--- src/rtl/pulse_interval_monitor.sv ---
`default_nettype none
// ============================================================================
// Module   : pulse_interval_monitor
// Purpose  : Synchronizes a pulse train, detects rising edges and measures
//            the clock-cycle distance between consecutive edges. Each
//            interval is classified against a min/max window (latched at the
//            interval's opening edge) and returned through a single-entry
//            valid/ready output register.
// Revision : 1.0 - initial release
// ----------------------------------------------------------------------------
// Ports
//   clk          in   1      rising-edge clock
//   reset        in   1      synchronous active-high reset
//   pulse_in     in   1      pulse train, may be asynchronous to clk
//   enable       in   1      1 = monitoring active, 0 = forces IDLE
//   min_gap      in   CNT_W  minimum legal edge-to-edge distance
//   max_gap      in   CNT_W  maximum legal distance, 0 = no upper limit
//   meas_valid   out  1      result held on meas_gap/meas_err
//   meas_ready   in   1      consumer accepts the result
//   meas_gap     out  CNT_W  measured distance in cycles (saturated)
//   meas_err     out  2      00 OK, 01 SHORT, 10 LONG
//   pulse_count  out  16     saturating count of edges seen while active
//   overflow     out  1      sticky: a result was dropped
// ============================================================================
module pulse_interval_monitor #(
  parameter int CNT_W       = 16,
  parameter int SYNC_STAGES = 2
) (
  input  logic             clk,
  input  logic             reset,
  input  logic             pulse_in,
  input  logic             enable,
  input  logic [CNT_W-1:0] min_gap,
  input  logic [CNT_W-1:0] max_gap,
  output logic             meas_valid,
  input  logic             meas_ready,
  output logic [CNT_W-1:0] meas_gap,
  output logic [1:0]       meas_err,
  output logic [15:0]      pulse_count,
  output logic             overflow
);

  localparam logic [1:0]       c_ERR_OK    = 2'b00;
  localparam logic [1:0]       c_ERR_SHORT = 2'b01;
  localparam logic [1:0]       c_ERR_LONG  = 2'b10;
  localparam logic [CNT_W-1:0] c_GC_ONE    = {{(CNT_W-1){1'b0}}, 1'b1};
  localparam logic [CNT_W:0]   c_DIST_ONE  = {{CNT_W{1'b0}}, 1'b1};
  localparam logic [15:0]      c_CNT_MAX   = 16'hFFFF;

  typedef enum logic [1:0] {
    ST_IDLE       = 2'd0,
    ST_WAIT_FIRST = 2'd1,
    ST_MEASURE    = 2'd2
  } state_t;

  // Registered state
  logic [SYNC_STAGES-1:0] sync_q,       sync_d;
  logic                   s_d_q,        s_d_d;
  state_t                 state_q,      state_d;
  logic [CNT_W-1:0]       gc_q,         gc_d;
  logic [CNT_W-1:0]       min_sh_q,     min_sh_d;
  logic [CNT_W-1:0]       max_sh_q,     max_sh_d;
  logic [15:0]            pulse_cnt_q,  pulse_cnt_d;
  logic                   overflow_q,   overflow_d;
  logic                   meas_valid_q, meas_valid_d;
  logic [CNT_W-1:0]       meas_gap_q,   meas_gap_d;
  logic [1:0]             meas_err_q,   meas_err_d;

  // Combinational helpers
  logic                   w_rise;
  logic [CNT_W:0]         w_dist;
  logic [CNT_W-1:0]       w_dist_sat;
  logic                   w_max_on;
  logic                   w_timeout;
  logic                   w_short;
  logic                   w_long;
  logic                   w_can_load;
  logic                   w_res_fire;
  logic [1:0]             w_res_err;

  assign w_rise = sync_q[SYNC_STAGES-1] & ~s_d_q;

  // Distance is one more than the counter because the counter is zeroed
  // in the opening edge cycle itself; carried at CNT_W+1 bits so the
  // saturated counter still compares correctly against max_sh + 1.
  assign w_dist     = {1'b0, gc_q} + c_DIST_ONE;
  assign w_dist_sat = w_dist[CNT_W] ? {CNT_W{1'b1}} : w_dist[CNT_W-1:0];
  assign w_max_on   = (max_sh_q != '0);
  assign w_timeout  = w_max_on && (w_dist == ({1'b0, max_sh_q} + c_DIST_ONE));
  assign w_short    = (w_dist < {1'b0, min_sh_q});
  assign w_long     = w_max_on && (w_dist > {1'b0, max_sh_q});

  // Full throughput: a result may load in the same cycle the held one leaves.
  assign w_can_load = ~meas_valid_q | meas_ready;

  always_comb begin
    sync_d       = {sync_q[SYNC_STAGES-2:0], pulse_in};
    s_d_d        = sync_q[SYNC_STAGES-1];
    state_d      = state_q;
    gc_d         = gc_q;
    min_sh_d     = min_sh_q;
    max_sh_d     = max_sh_q;
    pulse_cnt_d  = pulse_cnt_q;
    overflow_d   = overflow_q;
    meas_valid_d = meas_valid_q;
    meas_gap_d   = meas_gap_q;
    meas_err_d   = meas_err_q;
    w_res_fire   = 1'b0;
    w_res_err    = c_ERR_OK;

    // Each interval is judged with the window present at its opening edge.
    if (w_rise) begin
      min_sh_d = min_gap;
      max_sh_d = max_gap;
    end

    // An edge coinciding with enable falling is still counted, since the
    // FSM is not yet in IDLE during that cycle.
    if (w_rise && (state_q != ST_IDLE) && (pulse_cnt_q != c_CNT_MAX)) begin
      pulse_cnt_d = pulse_cnt_q + 16'd1;
    end

    if (!enable) begin
      state_d = ST_IDLE;
      gc_d    = '0;
    end else begin
      case (state_q)
        ST_IDLE: begin
          state_d = ST_WAIT_FIRST;
          gc_d    = '0;
        end
        ST_WAIT_FIRST: begin
          gc_d = '0;
          if (w_rise) begin
            state_d = ST_MEASURE;
          end
        end
        ST_MEASURE: begin
          if (w_rise) begin
            // An edge on the timeout cycle wins and classifies as LONG.
            gc_d       = '0;
            w_res_fire = 1'b1;
            if (w_short) begin
              w_res_err = c_ERR_SHORT;
            end else if (w_long) begin
              w_res_err = c_ERR_LONG;
            end else begin
              w_res_err = c_ERR_OK;
            end
          end else begin
            gc_d = (&gc_q) ? gc_q : (gc_q + c_GC_ONE);
            if (w_timeout) begin
              w_res_fire = 1'b1;
              w_res_err  = c_ERR_LONG;
              state_d    = ST_WAIT_FIRST;
            end
          end
        end
        default: begin
          state_d = ST_IDLE;
          gc_d    = '0;
        end
      endcase
    end

    // Single-entry output register; an occupied, stalled entry drops the
    // new result and flags it.
    if (w_res_fire) begin
      if (w_can_load) begin
        meas_valid_d = 1'b1;
        meas_gap_d   = w_dist_sat;
        meas_err_d   = w_res_err;
      end else begin
        overflow_d = 1'b1;
      end
    end else if (meas_valid_q && meas_ready) begin
      meas_valid_d = 1'b0;
    end
  end

  always_ff @(posedge clk) begin
    if (reset) begin
      sync_q       <= '0;
      s_d_q        <= 1'b0;
      state_q      <= ST_IDLE;
      gc_q         <= '0;
      min_sh_q     <= '0;
      max_sh_q     <= '0;
      pulse_cnt_q  <= '0;
      overflow_q   <= 1'b0;
      meas_valid_q <= 1'b0;
      meas_gap_q   <= '0;
      meas_err_q   <= c_ERR_OK;
    end else begin
      sync_q       <= sync_d;
      s_d_q        <= s_d_d;
      state_q      <= state_d;
      gc_q         <= gc_d;
      min_sh_q     <= min_sh_d;
      max_sh_q     <= max_sh_d;
      pulse_cnt_q  <= pulse_cnt_d;
      overflow_q   <= overflow_d;
      meas_valid_q <= meas_valid_d;
      meas_gap_q   <= meas_gap_d;
      meas_err_q   <= meas_err_d;
    end
  end

  assign meas_valid  = meas_valid_q;
  assign meas_gap    = meas_gap_q;
  assign meas_err    = meas_err_q;
  assign pulse_count = pulse_cnt_q;
  assign overflow    = overflow_q;

endmodule
`default_nettype wire

--- config.mk ---
export PLATFORM = sky130hd
export DESIGN_NAME = pulse_interval_monitor
export DESIGN_NICKNAME = d
export VERILOG_FILES = /design/src/rtl/pulse_interval_monitor.sv
export SDC_FILE = /design/constraint.sdc
export NUM_CORES = 1
export LEC_CHECK = 0
export ABC_AREA = 1
export CORE_MARGIN = 3
export CORE_UTILIZATION = 45
export DETAILED_ROUTE_END_ITERATION = 16
export GPL_TIMING_DRIVEN = 0
export PLACE_DENSITY = 0.76
export SETUP_SLACK_MARGIN = 0.02
export SYNTH_ARGS = -nofsm -noshare
export SYNTH_HDL_FRONTEND = slang
export SYNTH_SLANG_ARGS = --single-unit
--- constraint.sdc ---
create_clock -name clk -period 3.4 [get_ports clk]
set_input_delay 0.34 -clock clk [delete_from_list [all_inputs] [get_ports clk]]
set_output_delay 0.34 -clock clk [all_outputs]
set_load 0.005 [all_outputs]
==> results of run 1 <==
-- through the flow --
step	total power, mW	hold slack, ns	util
floorplan	1.24	0.388	-
global placement	1.33	0.390	0.545
detailed placement	1.34	0.400	0.545
CTS	2.36	0.197	0.571
global route	2.44	0.203	0.571
finish	2.35	0.201	0.571
-- layout make-up --
| type | instances | area (um^2) | area share |
|---|---|---|---|
| inverter | 124 | 467 | 0.0701 |
| sequential | 89 | 1780 | 0.268 |
| buffer | 22 | 139 | 0.0209 |
| tap | 143 | 179 | 0.0269 |
| multi-input combinational | 608 | 3080 | 0.462 |
| timing repair buffer | 71 | 711 | 0.107 |
| clock buffer | 10 | 239 | 0.0359 |
| clock inverter | 5 | 63.8 | 0.00958 |
-- sequential cells by signal, summed over array words and instances, names as in the netlist --
register     cells
s_d_q            1
max_sh_q        16
meas_valid       1
min_sh_q        16
overflow         1
gc_q            16
pulse_count     16
meas_gap        16
state_q          2
sync_q           2
meas_err         2
-- metal layers --
metal | wire length, um | up-vias
li1 | - | 2858
met1 | 6960 | 2490
met2 | 6430 | 172
met3 | 1080 | 37
met4 | 612 | 0
met5 | 0 | -
-- kinds of logic after synthesis --
kind of cell | share of synthesized area
and+or+nand+nor | 0.338
buffers and inverters | 0.111
AOI/OAI and AO/OA | 0.129
DFF | 0.326
adders and majority gates | 0.0801
xor gates and xnor gates | 0.0160
-- how the worst max path moves through the flow --
stage | from | end | slack, ns | cells after the start
finish | gc_q[0] | meas_err[1] | 0.37 | 16
global route | gc_q[0] | meas_err[1] | 0.10 | 16
CTS | gc_q[0] | meas_err[1] | 0.36 | 16
detailed placement | gc_q[0] | meas_err[1] | 0.37 | 16
global placement | gc_q[0] | meas_err[1] | 0.47 | 17
floorplan | gc_q[0] | meas_err[1] | 1.04 | 16
-- synthesized netlist by cell type, types with 7 or more instances --
cell type	n	share of area
clkbuf_1	13	0.0089
nor3_1	9	0.0082
o21ai_0	54	0.049
ha_1	35	0.080
dfxtp_1	89	0.33
nand3_1	46	0.042
nor2_1	104	0.071
nand4_1	16	0.018
a21oi_1	75	0.069
xor2_1	7	0.011
inv_1	118	0.081
nand2_1	218	0.15
-- power groups by stage --
stage          logic (mW)  clock network (mW)  registers [mW]
3_3_place_gp        0.229                   0            1.11
2_1_floorplan       0.144                   0            1.10
3_5_place_dp        0.231                   0            1.11
6_report            0.234                1.03            1.08
4_1_cts             0.233                1.05            1.08
5_1_grt             0.267                1.09            1.09
-- worst max-delay path, stage by stage, from the launching register on --
cell,delay (ns)
dfxtp_1,0.54
ha_1,0.28
nand3_2,0.15
nor2_1,0.18
nand2_1,0.11
xnor2_1,0.44
ha_1,0.34
a21oi_1,0.14
nor2_1,0.06
a211oi_1,0.20
nand2_1,0.09
nand2_1,0.06
nand2_1,0.06
nand2_1,0.06
nand2_1,0.06
nand3_1,0.10
nor2_1,0.06
==> flow_metrics.py, run 1 <==
metrics = {
    "place": {
        "post-place-ws_ns": 0.370,
        "io_buffers": 71,
        "gp_congestion": 0.984,
        "dp.cells": 1057,
        "dp_hpwl_um": 11500,
        "dpl_cell_area_um2": 6350,
    },
    "sta": {
        "fin_crit_sh": 0.893,
        "hold_violations": 0,
        "worst_pin_slew_ns": 0.924,
        "finClkSkew_ns": 0.00893,
        "max_slew_margin": 0.379,
        "fin_crit_ns": 3.03,
        "setup-violations-final": 0,
        "tns_ns": 0,
        "rsz0062_at_grt": "no",
        "slew_violations": 0,
        "max_freq_mhz": 330,
        "setup_slack_ns": 0.365,
    },
    "yosys": {
        "async_flop_share": 0,
        "synthCells": 843,
        "synth_edf_count": 0,
        "synth-main-ff-cell": "dfxtp_1",
        "syn_area_per_cell_um2": 6.48,
        "yosys_register_bits": 89,
        "synth_nets": 915,
        "seq_area_frac_synth": 0.326,
        "ys_types": 38,
        "synth_area_um2": 5470,
        "yosys_warnings": 0,
    },
    "global_routing": {
        "grt_pass1_wl_um": 25000,
        "grt_max_degree": 16,
        "top_usage_layer": "met2",
        "grtUsageMet2": 0.351,
        "grt_pass1_vias": 5037,
        "grt_use_met3": 0.0497,
        "grt_overflow": 0,
        "grt_util_met1": 0.328,
        "antenna_found_initial": 0,
        "grt_use_total": 0.238,
    },
    "pwr": {
        "switching_power_mw": 0.595,
        "p_int_mw": 1.76,
        "pwr-share-seq": 0.461,
        "power.share.switching": 0.253,
        "pwr-share-clk": 0.440,
        "combPwrFrac": 0.099,
        "power_density_nw_per_um2": 353,
        "vdd_drop_max_v": 0.000270,
        "p_leak_nw": 2.90,
    },
    "drt": {
        "vias": 5557,
        "drc": 0,
        "viasPerCell": 5.18,
        "firstDrtPassIters": 5,
        "antenna_left": 0,
        "postRouteWirelength_um": 15100,
        "drt-initial-drc-count": 357,
        "wl_per_cell_um": 14.1,
    },
    "finish": {
        "final_cell_mix": "nand2_1 (218), inv_1 (118), nor2_1 (104), dfxtp_1 (89), a21oi_1 (75)",
        "layout.nets": 997,
        "diodes": 0,
        "layoutNonFillerInstCount": 1072,
        "areaGrowthSynthToFinish_pct": 21.8,
        "fin_area_um2": 6660,
        "final_common_cell": "nand2_1",
        "drive_gt1_frac": 0.0592,
        "final.fill_count": 1102,
    },
    "floorplan": {
        "die_y_um": 116,
        "die-area_um2": 13500,
        "rows": 39,
        "initial_core_util": 0.469,
        "coreArea_um2": 11700,
        "die_w_um": 116,
        "num_io_pins": 73,
    },
    "cts": {
        "cts_made_buffers": 9,
        "postCtsSetupBuffers": 0,
        "path_clk_slew_ns": 0.07,
        "post_cts_resized": 0,
        "clockBufferDepth": 2,
        "cts.sinks": 89,
        "cts_root_buf": "clkbuf_16",
        "hold_buffers": 0,
        "clkLatencyLatePin_ns": 0.36,
        "h-tree-depth": 3,
        "cts_tree": "done",
    },
    "critical_path": {
        "r2r-end": "meas_err[1]",
        "critical_path_required_ns": 3.65,
        "crit_fanout": 8,
        "ff2ff_setup_slack_ns": 0.37,
        "startpoint_type": "flop",
        "endpoint_kind": "flop",
        "arrival_ns": 3.29,
        "reg2reg_depth": 16,
        "critical_path_class": "reg2reg",
        "timing.rr.start": "gc_q[0]",
    },
    "hold_path": {
        "whs_endpoint": "meas_gap[10]",
        "min_path_cells": 2,
        "worstHoldStart": "reset",
        "hold_path.class": "in2reg",
    },
    "flow_run": {
        "drv_cap": 0,
    },
    "status": {
        "status": "completed",
    },
}
Power figures use the tool's default switching activity.
==> run 2: changes to the inputs <==
- CAP_MARGIN: not set -> 10
- CORE_ASPECT_RATIO: not set -> 0.5
==> flow_metrics.py, run 2 (same netlist as run 1, synthesis figures left out) <==
metrics = {
    "status": {
        "status": "completed",
    },
    "place": {
        "dp_hpwl_um": 12500,
        "dp.cells": 1073,
        "post-place-ws_ns": 0.437,
        "io_buffers": 71,
        "gp_congestion": 0.944,
    },
    "pwr": {
        "power_mw": 2.42,
        "power_density_nw_per_um2": 361,
        "pwr-share-clk": 0.453,
        "combPwrFrac": 0.099,
        "pwr-share-seq": 0.448,
        "switching_power_mw": 0.599,
        "p_leak_nw": 2.92,
        "power.share.switching": 0.248,
        "vdd_drop_max_v": 0.000255,
        "p_int_mw": 1.82,
    },
    "sta": {
        "worst_pin_slew_ns": 0.954,
        "setup-violations-final": 0,
        "rsz0062_at_grt": "no",
        "timing.hold.ws_ns": 0.221,
        "max_freq_mhz": 321,
        "setup_slack_ns": 0.283,
        "finClkSkew_ns": 0.00814,
        "fin_crit_ns": 3.12,
        "hold_violations": 0,
        "max_slew_margin": 0.359,
        "tns_ns": 0,
        "slew_violations": 0,
        "fin_crit_sh": 0.917,
    },
    "global_routing": {
        "grt_max_degree": 17,
        "grtUsageMet2": 0.388,
        "grt_overflow": 0,
        "top_usage_layer": "met2",
        "grt_use_total": 0.238,
        "grt_pass1_wl_um": 26000,
        "grt_use_met3": 0.0446,
        "antenna_found_initial": 0,
        "grt_util_met1": 0.332,
        "grt_pass1_vias": 5176,
    },
    "critical_path": {
        "cp_top_family": "simple AND/OR/NAND/NOR gates",
        "worstPathCellList": "ha_1 > nand3_2 > nor2_2 > nand4_1 > nand2_1 > inv_1 > ha_1 > nand2_1 > nor2_1 > nand4_1 > nor4_1 > a21oi_1 > nand2_1 > nand2_1 > nand3_1 > nor2_1",
        "critPathBufInv": 1,
        "cpMostUsedCell": "nand2_1",
        "slowest_stage": "dfxtp_1",
        "ff2ff_setup_slack_ns": 0.28,
        "startpoint_type": "flop",
        "critical_path_class": "reg2reg",
        "arrival_ns": 3.36,
        "endpoint_kind": "flop",
        "max_stage_delay_ns": 0.55,
        "crit_fanout": 8,
        "critical_path_required_ns": 3.64,
    },
    "finish": {
        "final_common_cell": "nand2_1",
        "areaGrowthSynthToFinish_pct": 22.6,
        "final.fill_count": 1139,
        "diodes": 0,
        "final_cell_mix": "nand2_1 (218), inv_1 (118), nor2_1 (104), dfxtp_1 (89), a21oi_1 (75)",
        "layoutNonFillerInstCount": 1089,
        "layout.nets": 997,
        "drive_gt1_frac": 0.0591,
    },
    "floorplan": {
        "initial_core_util": 0.479,
        "num_io_pins": 73,
        "die_y_um": 83.9,
        "coreArea_um2": 11400,
        "die_w_um": 162,
        "rows": 27,
        "die-area_um2": 13600,
    },
    "cts": {
        "path_clk_slew_ns": 0.07,
        "clkLatencyLatePin_ns": 0.34,
        "postCtsSetupBuffers": 0,
        "cts.sinks": 89,
        "hold_buffers": 0,
        "cts_tree": "done",
        "cts_root_buf": "clkbuf_16",
        "post_cts_resized": 0,
        "cts_made_buffers": 9,
        "clockBufferDepth": 2,
        "h-tree-depth": 3,
    },
    "drt": {
        "viasPerCell": 5.15,
        "drt-initial-drc-count": 489,
        "vias": 5607,
        "firstDrtPassIters": 5,
        "antenna_left": 0,
        "postRouteWirelength_um": 16100,
        "wl_per_cell_um": 14.8,
        "drc": 0,
    },
    "hold_path": {
        "hold_path.class": "in2reg",
    },
    "flow_run": {
        "drv_cap": 0,
    },
}
## run 2: per-stage QoR
step,instance area (um^2),util
global placement,6370,0.558
floorplan,5470,-
detailed placement,6370,0.558
global route,6700,0.587
CTS,6700,0.587
finish,6700,0.587
## run 2: final cells by class
type,count,area [um^2],share of cell area
Buffer,22,139,0.0207
Clock buffer,10,229,0.0342
Clock inverter,6,96.3,0.0144
Inverter,124,467,0.0697
Multi-Input combinational cell,608,3080,0.459
Sequential cell,89,1780,0.266
Tap cell,159,199,0.0297
Timing Repair Buffer,71,711,0.106
## run 2: path summary, 6_finish.rpt
path	from	cells past startpoint	to
worst max register to register	gc_q[0]	16	meas_err[1]
worst max-delay path	gc_q[0]	16	meas_err[1]
worst min-delay path	reset	2	meas_err[0]
worst min register to register	sync_q[0]	2	sync_q[1]
## run 2: metal layers
| layer | vias to the layer above | share of wire |
|---|---|---|
| met5 | - | 0 |
| met4 | 0 | 0.0077 |
| met3 | 11 | 0.065 |
| met2 | 148 | 0.45 |
| met1 | 2590 | 0.48 |
| li1 | 2858 | - |
## run 2: power by group through the flow
stage	sequential, mW	clock [mW]	combinational, mW
after floorplan	1.10	0	0.144
after global placement	1.11	0	0.230
after detailed placement	1.11	0	0.235
after CTS	1.08	1.11	0.237
after global routing	1.08	1.15	0.270
final	1.08	1.10	0.239
## run 2: worst register-to-register path: cells and delay by family, from the launching register on
kind	cells	cell delay [ns]
buffers and inverters	1	0.13
and+or+nand+nor	12	1.60
adders and majority gates	2	0.62
AOI/OAI and AO/OA	1	0.12
DFF	1	0.55
==> run 3: changes to the inputs <==
- SETUP_SLACK_MARGIN: 0.02 -> not set
==> results of run 3 <==
The final DEF is identical to that of run 2; final timing and power are the same.
